===== src/rtl/ob_mk_ctrl.sv =====
// ob_mk_ctrl: command sequencer in front of the market-order deque (ob_mk_deque).
// It enqueues incoming market orders, and it drains the deque head against a match
// request while emitting one fill per cycle. Before draining, an all-or-none match is
// checked against the deque's running total quantity. When the head is only partly
// consumed, it is popped and the residual is pushed back to the front.
//
// Entry layout (table_t, 48 bits): [47:32] id, [31:16] price, [15:0] quantity.
// quantity_t is 16 bits and accum_quantity_t is 24 bits.
// deque_op_t encoding: 0 PushBack, 1 PushFront, 2 PopBack (never issued), 3 PopFront.
//
// Ports:
//   clk, rst_n                    clock; synchronous active-low reset
//   ord_vld/ord_data/ord_rdy      market order input (PushBack on ord_vld & ord_rdy)
//   mat_vld/mat_quantity/mat_aon  match request; mat_rdy is high when idle
//   fill_vld/fill_data            one fill per cycle; quantity field = filled amount
//   rsp_vld/rsp_reject/rsp_remain match completion pulse with AON reject and remainder
//   mk_cmd_vld/op/push_data       deque command port (one command per cycle at most)
//   mk_head_vld_r/mk_head_r/mk_empty_w/mk_full_w/mk_quantity_r  deque status
//
// Optional build macro OB_MK_CTRL_STATS_EN adds 32-bit wrapping counters:
//   stat_fills_r, stat_rejects_r, stat_orders_r.

module ob_mk_ctrl (
  input  logic        clk,
  input  logic        rst_n,
  input  logic        ord_vld,
  input  logic [47:0] ord_data,
  output logic        ord_rdy,
  input  logic        mat_vld,
  input  logic [15:0] mat_quantity,
  input  logic        mat_aon,
  output logic        mat_rdy,
  output logic        fill_vld,
  output logic [47:0] fill_data,
  output logic        rsp_vld,
  output logic        rsp_reject,
  output logic [15:0] rsp_remain,
  output logic        mk_cmd_vld,
  output logic [1:0]  mk_cmd_op,
  output logic [47:0] mk_cmd_push_data,
  input  logic        mk_head_vld_r,
  input  logic [47:0] mk_head_r,
  input  logic        mk_empty_w,
  input  logic        mk_full_w,
  input  logic [23:0] mk_quantity_r
`ifdef OB_MK_CTRL_STATS_EN
  ,
  output logic [31:0] stat_fills_r,
  output logic [31:0] stat_rejects_r,
  output logic [31:0] stat_orders_r
`endif
);

  localparam logic [1:0] OpPushBack  = 2'd0;
  localparam logic [1:0] OpPushFront = 2'd1;
  localparam logic [1:0] OpPopFront  = 2'd3;

  typedef enum logic [2:0] {StIdle, StCheck, StDrain, StRepush, StDone} state_e;

  state_e      state_q, state_d;
  logic [15:0] remaining_q, remaining_d;
  logic        aon_q, aon_d;
  logic        reject_q, reject_d;
  logic [47:0] residual_q, residual_d;

  logic [15:0] head_qty;
  logic [15:0] rem_after;
  assign head_qty  = mk_head_r[15:0];
  assign rem_after = remaining_q - head_qty;

  always_comb begin
    state_d          = state_q;
    remaining_d      = remaining_q;
    aon_d            = aon_q;
    reject_d         = reject_q;
    residual_d       = residual_q;
    ord_rdy          = 1'b0;
    mat_rdy          = 1'b0;
    fill_vld         = 1'b0;
    fill_data        = '0;
    rsp_vld          = 1'b0;
    rsp_reject       = reject_q;
    rsp_remain       = remaining_q;
    mk_cmd_vld       = 1'b0;
    mk_cmd_op        = OpPushBack;
    mk_cmd_push_data = '0;

    unique case (state_q)
      StIdle: begin
        mat_rdy = 1'b1;
        // A pending match request takes precedence over order entry.
        ord_rdy = ~mat_vld & ~mk_full_w;
        if (mat_vld) begin
          remaining_d = mat_quantity;
          aon_d       = mat_aon;
          reject_d    = 1'b0;
          state_d     = StCheck;
        end else if (ord_vld && ord_rdy) begin
          mk_cmd_vld       = 1'b1;
          mk_cmd_op        = OpPushBack;
          mk_cmd_push_data = ord_data;
        end
      end
      StCheck: begin
        if (aon_q && ({8'd0, remaining_q} > mk_quantity_r)) begin
          reject_d = 1'b1;
          state_d  = StDone;
        end else if (remaining_q == 16'd0 || mk_empty_w) begin
          state_d = StDone;
        end else begin
          state_d = StDrain;
        end
      end
      StDrain: begin
        if (mk_empty_w || !mk_head_vld_r) begin
          state_d = StDone;
        end else begin
          mk_cmd_vld = 1'b1;
          mk_cmd_op  = OpPopFront;
          fill_vld   = 1'b1;
          if (head_qty <= remaining_q) begin
            fill_data   = mk_head_r;
            remaining_d = rem_after;
            // Stop when satisfied, or when this head was the last queued quantity.
            if (rem_after == 16'd0 || mk_quantity_r == {8'd0, head_qty}) begin
              state_d = StDone;
            end
          end else begin
            fill_data   = {mk_head_r[47:16], remaining_q};
            residual_d  = {mk_head_r[47:16], head_qty - remaining_q};
            remaining_d = 16'd0;
            state_d     = StRepush;
          end
        end
      end
      StRepush: begin
        mk_cmd_vld       = 1'b1;
        mk_cmd_op        = OpPushFront;
        mk_cmd_push_data = residual_q;
        state_d          = StDone;
      end
      StDone: begin
        rsp_vld = 1'b1;
        state_d = StIdle;
      end
      default: state_d = StIdle;
    endcase

    // Nothing is offered or issued while reset is asserted.
    if (!rst_n) begin
      ord_rdy    = 1'b0;
      mat_rdy    = 1'b0;
      fill_vld   = 1'b0;
      rsp_vld    = 1'b0;
      mk_cmd_vld = 1'b0;
    end
  end

  always_ff @(posedge clk) begin
    if (!rst_n) begin
      state_q     <= StIdle;
      remaining_q <= '0;
      aon_q       <= 1'b0;
      reject_q    <= 1'b0;
      residual_q  <= '0;
    end else begin
      state_q     <= state_d;
      remaining_q <= remaining_d;
      aon_q       <= aon_d;
      reject_q    <= reject_d;
      residual_q  <= residual_d;
    end
  end

`ifdef OB_MK_CTRL_STATS_EN
  logic [31:0] fills_q, rejects_q, orders_q;

  always_ff @(posedge clk) begin
    if (!rst_n) begin
      fills_q   <= '0;
      rejects_q <= '0;
      orders_q  <= '0;
    end else begin
      if (fill_vld)               fills_q   <= fills_q + 32'd1;
      if (rsp_vld && rsp_reject)  rejects_q <= rejects_q + 32'd1;
      if (ord_vld && ord_rdy)     orders_q  <= orders_q + 32'd1;
    end
  end

  assign stat_fills_r   = fills_q;
  assign stat_rejects_r = rejects_q;
  assign stat_orders_r  = orders_q;
`endif

endmodule


===== config.mk =====
export PLATFORM = sky130hd
export DESIGN_NAME = ob_mk_ctrl
export DESIGN_NICKNAME = d
export VERILOG_FILES = /design/src/rtl/ob_mk_ctrl.sv
export SDC_FILE = /design/constraint.sdc
export NUM_CORES = 1
export LEC_CHECK = 0
export ABC_CLOCK_PERIOD_IN_PS = 7900
export CORE_MARGIN = 4
export CORE_UTILIZATION = 45
export CTS_CLUSTER_SIZE = 12
export DETAILED_ROUTE_END_ITERATION = 7
export PLACE_DENSITY = 0.95
export SETUP_SLACK_MARGIN = 0.3
export SYNTH_ARGS = -nofsm -noshare
export SYNTH_HDL_FRONTEND = slang
export SYNTH_SLANG_ARGS = --single-unit

===== constraint.sdc =====
create_clock -name clk -period 7.9 [get_ports clk]
set_input_delay 1.58 -clock clk [delete_from_list [all_inputs] [get_ports clk]]
set_output_delay 1.58 -clock clk [all_outputs]
set_load 0.02 [all_outputs]

After elaboration in Yosys (flattened, before gate mapping)
Cells that the tools add are included.
{"block": "word_totals", "reg_bits": 69, "input_bits": 144, "output_inout_bits": 120}
{"block": "classes", "n_addsub": 2, "magnitude_cmp": 2, "eq_ne": 9, "muxes": 35, "bitwise_logic": 5, "n_reduce_logical": 16}
{"op": "2-to-1 mux 48 bit", "n": 4}
{"op": "one-hot mux 48 bit (2 select lines)", "n": 1}
{"op": "2-to-1 mux 16 bit", "n": 4}
{"op": "zero test 16 bit", "n": 2}
{"op": "one-hot mux 16 bit (2 select lines)", "n": 1}
{"op": "subtractor 16 bit", "n": 2}
{"op": "equality test 24 x 16 -> 1 bit", "n": 1}
{"op": "greater-than comparator 16 x 24 -> 1 bit", "n": 1}
{"op": "2-to-1 mux 3 bit", "n": 6}
{"op": "less-or-equal comparator 16 bit", "n": 1}
{"op": "2-to-1 mux 1 bit", "n": 14}
{"op": "one-hot mux 3 bit (4 select lines)", "n": 1}
{"op": "AND reduction 3 bit", "n": 3}
{"op": "equality test 3 x 2 -> 1 bit, second input constant", "n": 2}
{"op": "inequality test 2 bit, second input constant", "n": 3}
{"op": "inequality test 4 bit, second input constant", "n": 1}
{"op": "inverter 1 bit", "n": 4}
{"op": "one-hot mux 2 bit (2 select lines)", "n": 1}
{"op": "AND reduction 2 bit", "n": 2}
{"op": "nonzero test 2 bit", "n": 2}
{"op": "equality test 3 x 1 -> 1 bit, second input constant", "n": 1}
{"op": "equality test 3 bit, second input constant", "n": 1}
{"op": "zero test 3 bit", "n": 1}
{"op": "logical OR 1 bit", "n": 3}
{"op": "6 further kinds", "n": 7}

Longest topological paths before layout
Gate-level depths: netlist of the first run.
{"block": "logic_depth", "word_depth": 7, "ltp_mapped": 13, "ltp_nobuf": 12}

Worst setup path before layout of the first run
Ideal clock, no wire load.
{"block": "synth_path", "kind": "input to output", "startpoint": "input mk_head_r[0]", "endpoint": "output fill_data[15]", "t_arrival_ns": 3.902, "required_time_ns": 6.320, "path_slack_ns": 2.418, "path_stages": 13, "n_path_buf": 2, "path_cell_list": "inv_1 -> ha_1 -> fa_1 -> nor2b_1 -> o21ai_0 -> nand2b_1 -> a21oi_1 -> o211ai_1 -> and2_1 -> clkbuf_1 -> clkbuf_1 -> nand2_1 -> a21oi_1"}
{"block": "synth_between", "elab_chain_len": 4}
{"element": "start: declaration", "line_no": "42", "rtl": "input logic [47:0] mk_head_r,"}
{"element": "less-or-equal comparator 16 bit", "line_no": "121", "rtl": "if (head_qty <= remaining_q) begin"}
{"element": "2-to-1 mux 16 bit", "line_no": "121"}
{"element": "2-to-1 mux 48 bit", "line_no": "115", "rtl": "if (mk_empty_w || !mk_head_vld_r) begin"}
{"element": "2-to-1 mux 48 bit", "line_no": "88", "rtl": "unique case (state_q)"}
{"element": "end: declaration", "line_no": "34", "rtl": "output logic [47:0] fill_data,"}
No other way between the ends.

Worst setup path in the final report of the first run
{"block": "layout_path", "startpoint": "input mk_head_r[0]", "endpoint": "output fill_data[6]"}
The elaborated chain is that of the path after synthesis.

==> results by group, run 1 <==
Global routing
  – Total GRT Usage: 0.302
  – Largest net degree at the start of global routing: 50
  – Met2 usage: 0.505
  – Grt ovf: 0
  – First-pass GRT wire length: approximately 36000 µm
  – Initial antenna violation count: 3
  – Gr busiest metal: met2
  – M3 GR Usage: 0.0695
  – GR Util met1: 0.349
  – Vias in the first global route: 6632

Timing
  – Slew Viols, Final: 0
  – Fin crit period: slightly above 7 ns
  – Fin Setup TNS: 0 ns
  – Worst Tran Pin Value: 1.16 ns
  – Slew HR: 0.224
  – RSZ-0062 raised after global routing: no
  – Tcrit/Tclk final: 0.892
  – Fin Clk Skew: approximately 0.011 ns
  – F_max: around 140 MHz
  – Fin. Hold Viols: 0
  – Setup ws final: ~0.85 ns
  – Setup violators final: 0

Die
  – Core area: approximately 13000 µm²
  – IO Count: 264
  – Initial Utilization: 0.467
  – Site Rows: 41
  – Die W: roughly 120 µm
  – DIE AREA: about 15000 µm²
  – DIE HEIGHT: 123 µm

Setup path
  – Crit Path Class: input pin to primary output
  – Critical Path AT: roughly 5.5 ns
  – RR Endpoint: residual_q[43]
  – Crit start category: input pin
  – Reg2reg setup slack: slightly below 4 ns
  – CP endpoint kind: primary output
  – Worst EP required: between 6 and 7 ns
  – Reg2Reg Depth: 11
  – FF-to-FF Start: state_q[1]
  – Crit path from: mk_head_r[0]
  – Crit Path Max Fanout: 20

CTS
  – Postcts setup bufs: 0
  – CTS root buf: clkbuf_16
  – CTS tree: done
  – Total CTS buffers: 9
  – Sink Count: 69
  – Max Root-Sink Buffers: 2
  – CTS Hold Bufs: 0
  – H-Tree Depth: 3
  – Clock Latency Late Sink: 0.34 ns
  – Clock transition at path regs: 0.06 ns
  – Resized Gates After CTS: 0

Logic synthesis
  – Synth Register Bits: 69
  – Post-synth cell types: 61
  – Top cells by instance count after synthesis: nor2_1 (81), a21oi_1 (79), dfxtp_1 (69)
  – Netlist Area Pre-Place: about 6000 µm²
  – Ys Warns: 0
  – Top cell type's share of synthesized area: 0.231
  – Count leader, synth: nor2_1
  – Top_reg_cell synth: dfxtp_1
  – Top post-synthesis cells by area: dfxtp_1 (23%), ha_1 (9.8%), mux2i_1 (7.5%), a22o_1 (7.0%), a21oi_1 (6.6%)
  – Area leader, netlist: dfxtp_1
  – Ys async rst share: 0
  – Syn Area/Cell: between 7 and 8 µm²
  – Post-Synthesis Cells: about 780
  – Number of flops mapped to enable cells by yosys: 0
  – Sequential share of the synthesized area: 0.231
  – Post-Syn Nets: 969

Run status
  – Status: completed

Power and ir drop
  – Combinational Power Share: 0.391
  – Pwr Density: 161 nW/µm²
  – Share of total power in the clock network: 0.336
  – Net Sw Frac: 0.347
  – Switching pwr: 0.504 mW
  – LEAKAGE: 4.06 nW
  – Pint: 0.948 mW
  – Maximum vdd drop: 95.7 µV
  – Seq pwr share: 0.273

Routing
  – Vias/cell: approximately 5.9
  – Initial DRC Count: 644
  – Final wirelength: 23900 µm
  – First drt pass iteration count: 5
  – Final ANT Viol Nets: 0
  – Wire per inst: 20.4 µm
  – Vias: 6958
  – DRC Markers: 0

Placement
  – Place WS: between 0.9 and 1 ns
  – Dpl cells: 1157
  – Port-buffer cells: 263
  – Gpl congestion: 0.986
  – DP HPWL: between 15000 and 20000 µm

Layout
  – Multi-input gate area: 4160 µm²
  – Fillers: 1023
  – Share of layout cells above drive strength 1: 0.0370
  – Layout Utilization: 0.704
  – NumNets Final: approximately 1200
  – Synth-to-Final Area Change: 50.9%
  – Non-filler instance count after layout: 1176
  – Reg area: 1380 µm²

Min path
  – WHS Path Cells: 2
  – Worst Min Path Start: rsp_reject
  – Hold Crit Class: flip-flop to flip-flop
  – Worst Hold Path EP: rsp_reject

Flow run
  – MaxCap Viol Count: 0
## how the worst max path moves through the flow
stage / cells past startpoint / slack (ns) / to
final: 14 / 0.85 / fill_data[6]
after global routing: 14 / 0.62 / fill_data[6]
after CTS: 14 / 0.92 / fill_data[6]
after detailed placement: 14 / 0.94 / fill_data[6]
after global placement: 11 / 1.07 / fill_data[0]
after floorplan: 13 / 2.42 / fill_data[15]
## state kept, by name (all words and copies together) (netlist names)
register / cells
state_q: 3
rsp_reject: 1
rsp_remain: 16
aon_q: 1
residual_q: 48
## power by group through the flow
stage	combinational (mW)	sequential, mW	clock (mW)
after detailed placement	0.550	0.402	0
after global routing	0.607	0.398	0.511
final	0.567	0.396	0.488
after CTS	0.555	0.394	0.496
after floorplan	0.327	0.402	0
after global placement	0.543	0.402	0
## critical path, stage by stage
cell and delay [ns]:
clkdlybuf4s50_1 0.53, inv_1 0.08, ha_1 0.22, fa_1 0.42
nor2b_1 0.12, o21ai_0 0.08, nand2b_1 0.18, a21oi_1 0.16
o211ai_1 0.18, buf_4 0.27, and2_1 0.65, a21oi_1 0.18
nor2_1 0.15, clkdlybuf4s50_1 0.64
## cells in the final DEF, fill, tap and decap left out, types with 3 or more instances in the layout
| master | Yosys | routed |
|---|---|---|
| clkdlybuf4s50_1 | 0 | 263 |
| nor2_1 | 81 | 80 |
| a21oi_1 | 79 | 79 |
| dfxtp_1 | 69 | 69 |
| inv_1 | 61 | 61 |
| a22o_1 | 48 | 48 |
| ha_1 | 47 | 47 |
| mux2i_1 | 45 | 45 |
| and3_1 | 37 | 37 |
| o21ai_0 | 35 | 35 |
| xor2_1 | 23 | 23 |
| nand2_1 | 22 | 22 |
| xnor2_1 | 17 | 17 |
| a22oi_1 | 16 | 16 |
| a21o_1 | 14 | 14 |
| nand3_1 | 11 | 11 |
| nor3_1 | 10 | 9 |
| clkbuf_16 | 0 | 9 |
| nand4_1 | 8 | 8 |
| nor4_1 | 8 | 8 |
| a31oi_1 | 7 | 7 |
| a211oi_1 | 6 | 6 |
| buf_4 | 1 | 6 |
| o211ai_1 | 5 | 5 |
| o21a_1 | 5 | 5 |
| or2_2 | 5 | 5 |
| and2_1 | 5 | 4 |
| nor2b_1 | 5 | 4 |
| or4_1 | 4 | 4 |
| o21bai_1 | 4 | 4 |
| diode_2 | 0 | 3 |
| nand2b_1 | 3 | 3 |
| and4_1 | 3 | 3 |
| clkbuf_8 | 0 | 3 |
| bufinv_16 | 0 | 3 |
## layout make-up
| class | count | share of cell area |
|---|---|---|
| clock inverters | 3 | 0.00998 |
| multi-input cells | 586 | 0.460 |
| diodes | 3 | 0.000832 |
| flip-flops and latches | 69 | 0.153 |
| well taps | 172 | 0.0238 |
| inverters | 61 | 0.0254 |
| repair buffers | 269 | 0.297 |
| clock buffers | 13 | 0.0299 |
## per-stage QoR
step / hold slack [ns] / area [µm²] / power (mW)
floorplan: 0.436 / 5980 / 0.729
global placement: 0.436 / 8660 / 0.945
detailed placement: 0.442 / 8660 / 0.952
CTS: 0.451 / 9020 / 1.44
global route: 0.470 / 9030 / 1.52
finish: 0.444 / 9030 / 1.45
## metal layers
layer  wire [µm]  part of all wire
met5           0                 0
met2       11100              0.46
met1        9230              0.39
met4        1300             0.054
met3        2290             0.095
## cell families after synthesis
logic type / after synthesis / share of synthesized area
compound gates: 241 / 0.271
simple gates: 211 / 0.179
buf+inv: 121 / 0.0803
flops: 69 / 0.231
fa+ha+maj: 49 / 0.105
mux: 45 / 0.0753
xor+xnor: 40 / 0.0586
(Power assumes the default switching activity.)
==> run 2: changes to the inputs <==
- PLACE_DENSITY: 0.95 -> 0.89
==> run 2 against run 1 <==
Cell count about the same; sequential cell count unchanged; sequential share of layout area up 0.092 points; global-route usage down 0.098 points; critical path depth unchanged; maximum frequency about the same; non-clock buffer count up 3; die area unchanged; hold slack worse by 0.00082 ns; worst setup slack worse by 0.00062 ns; register-to-register slack better by 0.03 ns; critical endpoint is now fill_data[7]; largest cell class unchanged.
==> results by group, run 2 (synthesized netlist as in run 1, its figures left out) <==
Run status
  – Status: completed

Setup path
  – Crit start category: input pin
  – Worst EP required: around 6.3 ns
  – Critical Path AT: ~5.5 ns
  – Crit Path Max Fanout: 20
  – Crit Path Class: input pin to primary output
  – Crit path from: mk_head_r[0]
  – FF-to-FF Start: state_q[1]
  – CP endpoint kind: primary output

Timing
  – Tcrit/Tclk final: 0.892
  – Slew HR: 0.230
  – Fin. Hold Viols: 0
  – Fin crit period: 7.05 ns
  – F_max: 142 MHz
  – Hold slack: 0.443 ns
  – Setup ws final: 0.853 ns
  – RSZ-0062 raised after global routing: no
  – Fin Setup TNS: 0 ns
  – Setup violators final: 0
  – Worst Tran Pin Value: around 1.2 ns
  – Fin Clk Skew: 0.00963 ns
  – Slew Viols, Final: 0

Min path
  – Worst Min Path Start: rsp_reject
  – Hold Crit Class: flip-flop to flip-flop

Power and ir drop
  – Maximum vdd drop: 93.1 µV
  – LEAKAGE: 4.03 nW
  – Pint: 0.852 mW
  – Combinational Power Share: 0.417
  – Pwr Density: 151 nW/µm²
  – Share of total power in the clock network: 0.290
  – Total chip power: 1.35 mW
  – Seq pwr share: 0.293
  – Switching pwr: 0.501 mW
  – Net Sw Frac: 0.370

Layout
  – Synth-to-Final Area Change: 50.0%
  – NumNets Final: 1192
  – Layout Utilization: 0.700
  – Most flop-heavy register: residual_q
  – Share of layout cells above drive strength 1: 0.0399
  – Non-filler instance count after layout: 1177
  – Max FFs per register: 48
  – Commonest non-fill, non-tap cell in the layout: clkdlybuf4s50_1
  – Post-route design area: between 8000 and 9000 µm²
  – Most frequent cells in the layout: clkdlybuf4s50_1 (263), nor2_1 (80), a21oi_1 (79), dfxtp_1 (69), inv_1 (61)

Global routing
  – Initial antenna violation count: 1
  – First-pass GRT wire length: 35500 µm
  – Grt ovf: 0
  – Total GRT Usage: 0.301
  – Largest net degree at the start of global routing: 50
  – Vias in the first global route: about 6600

Die
  – DIE HEIGHT: approximately 120 µm
  – DIE AREA: around 15000 µm²
  – Core area: between 10000 and 15000 µm²
  – Initial Utilization: 0.467
  – Die W: 123 µm
  – IO Count: 264
  – Site Rows: 41

Placement
  – Place WS: 0.870 ns
  – Placed Area: about 8700 µm²
  – Port-buffer cells: 263
  – Dpl cells: between 1000 and 1500
  – Gpl congestion: 0.989
  – DP HPWL: 18200 µm

CTS
  – Max Root-Sink Buffers: 2
  – Postcts setup bufs: 0
  – CTS tree: done
  – CTS root buf: clkbuf_16
  – Clock transition at path regs: 0.06 ns
  – CTS Hold Bufs: 0
  – Clock Latency Late Sink: about 0.33 ns
  – H-Tree Depth: 3
  – Sink Count: 69
  – Resized Gates After CTS: 0
  – Total CTS buffers: 9

Routing
  – Vias: 6877
  – Vias/cell: a little under 6
  – Final wirelength: about 23000 µm
  – Final ANT Viol Nets: 0
  – Initial DRC Count: 612
  – Wire per inst: 19.9 µm
  – First drt pass iteration count: 5
  – DRC Markers: 0

Flow run
  – MaxCap Viol Count: 0
-- run 2: changes by cell type in the layout (fill, tap and decap cells not counted) --
cell,change
diode_2,-1
clkinvlp_4,+2
clkbuf_1,-1
clkinv_2,+1
bufinv_16,-3
buf_4,+3
-- run 2: area by class of cell --
class / instances / area, µm²
sequential: 69 / 1380
inverter: 61 / 229
multi-input combinational: 586 / 4160
timing repair buffer: 272 / 2700
tap: 172 / 215
fill: 1035 / 3850
clock buffer: 12 / 267
antenna: 2 / 5.00
clock inverter: 3 / 20.0
-- run 2: power groups by stage --
stage	Clock, mW	Combinational, mW	Sequential [mW]
6_report	0.392	0.564	0.396
3_5_place_dp	0	0.552	0.402
4_1_cts	0.395	0.556	0.395
3_3_place_gp	0	0.545	0.402
5_1_grt	0.408	0.612	0.398
2_1_floorplan	0	0.327	0.402
-- run 2: routing by layer --
layer / track usage / part of all wire / up-vias / wire [µm]
met5: 0 / 0 / - / 0
li1: - / - / 3248 / -
met4: 0.170 / 0.048 / 0 / 1130
met1: 0.363 / 0.39 / 3142 / 9160
met2: 0.491 / 0.46 / 411 / 10900
met3: 0.0714 / 0.098 / 76 / 2300
-- run 2: final timing paths --
| path | end | slack (ns) | cells past startpoint |
|---|---|---|---|
| worst max-delay path | fill_data[7] | 0.85 | 14 |
| worst min-delay path | rsp_reject | 0.44 | 2 |
| worst max register to register | residual_q[23] | 3.91 | 11 |
| worst min register to register | rsp_reject | 0.44 | 2 |
-- run 2: worst max-delay path, cell delays in order --
cell and delay (ns):
clkdlybuf4s50_1 0.54, inv_1 0.08, ha_1 0.22, fa_1 0.42, nor2b_1 0.12, o21ai_0 0.08
nand2b_1 0.20, a21oi_1 0.17, o211ai_1 0.19, buf_4 0.28, and2_1 0.64, a21oi_1 0.18
nor2_1 0.12, clkdlybuf4s50_1 0.63
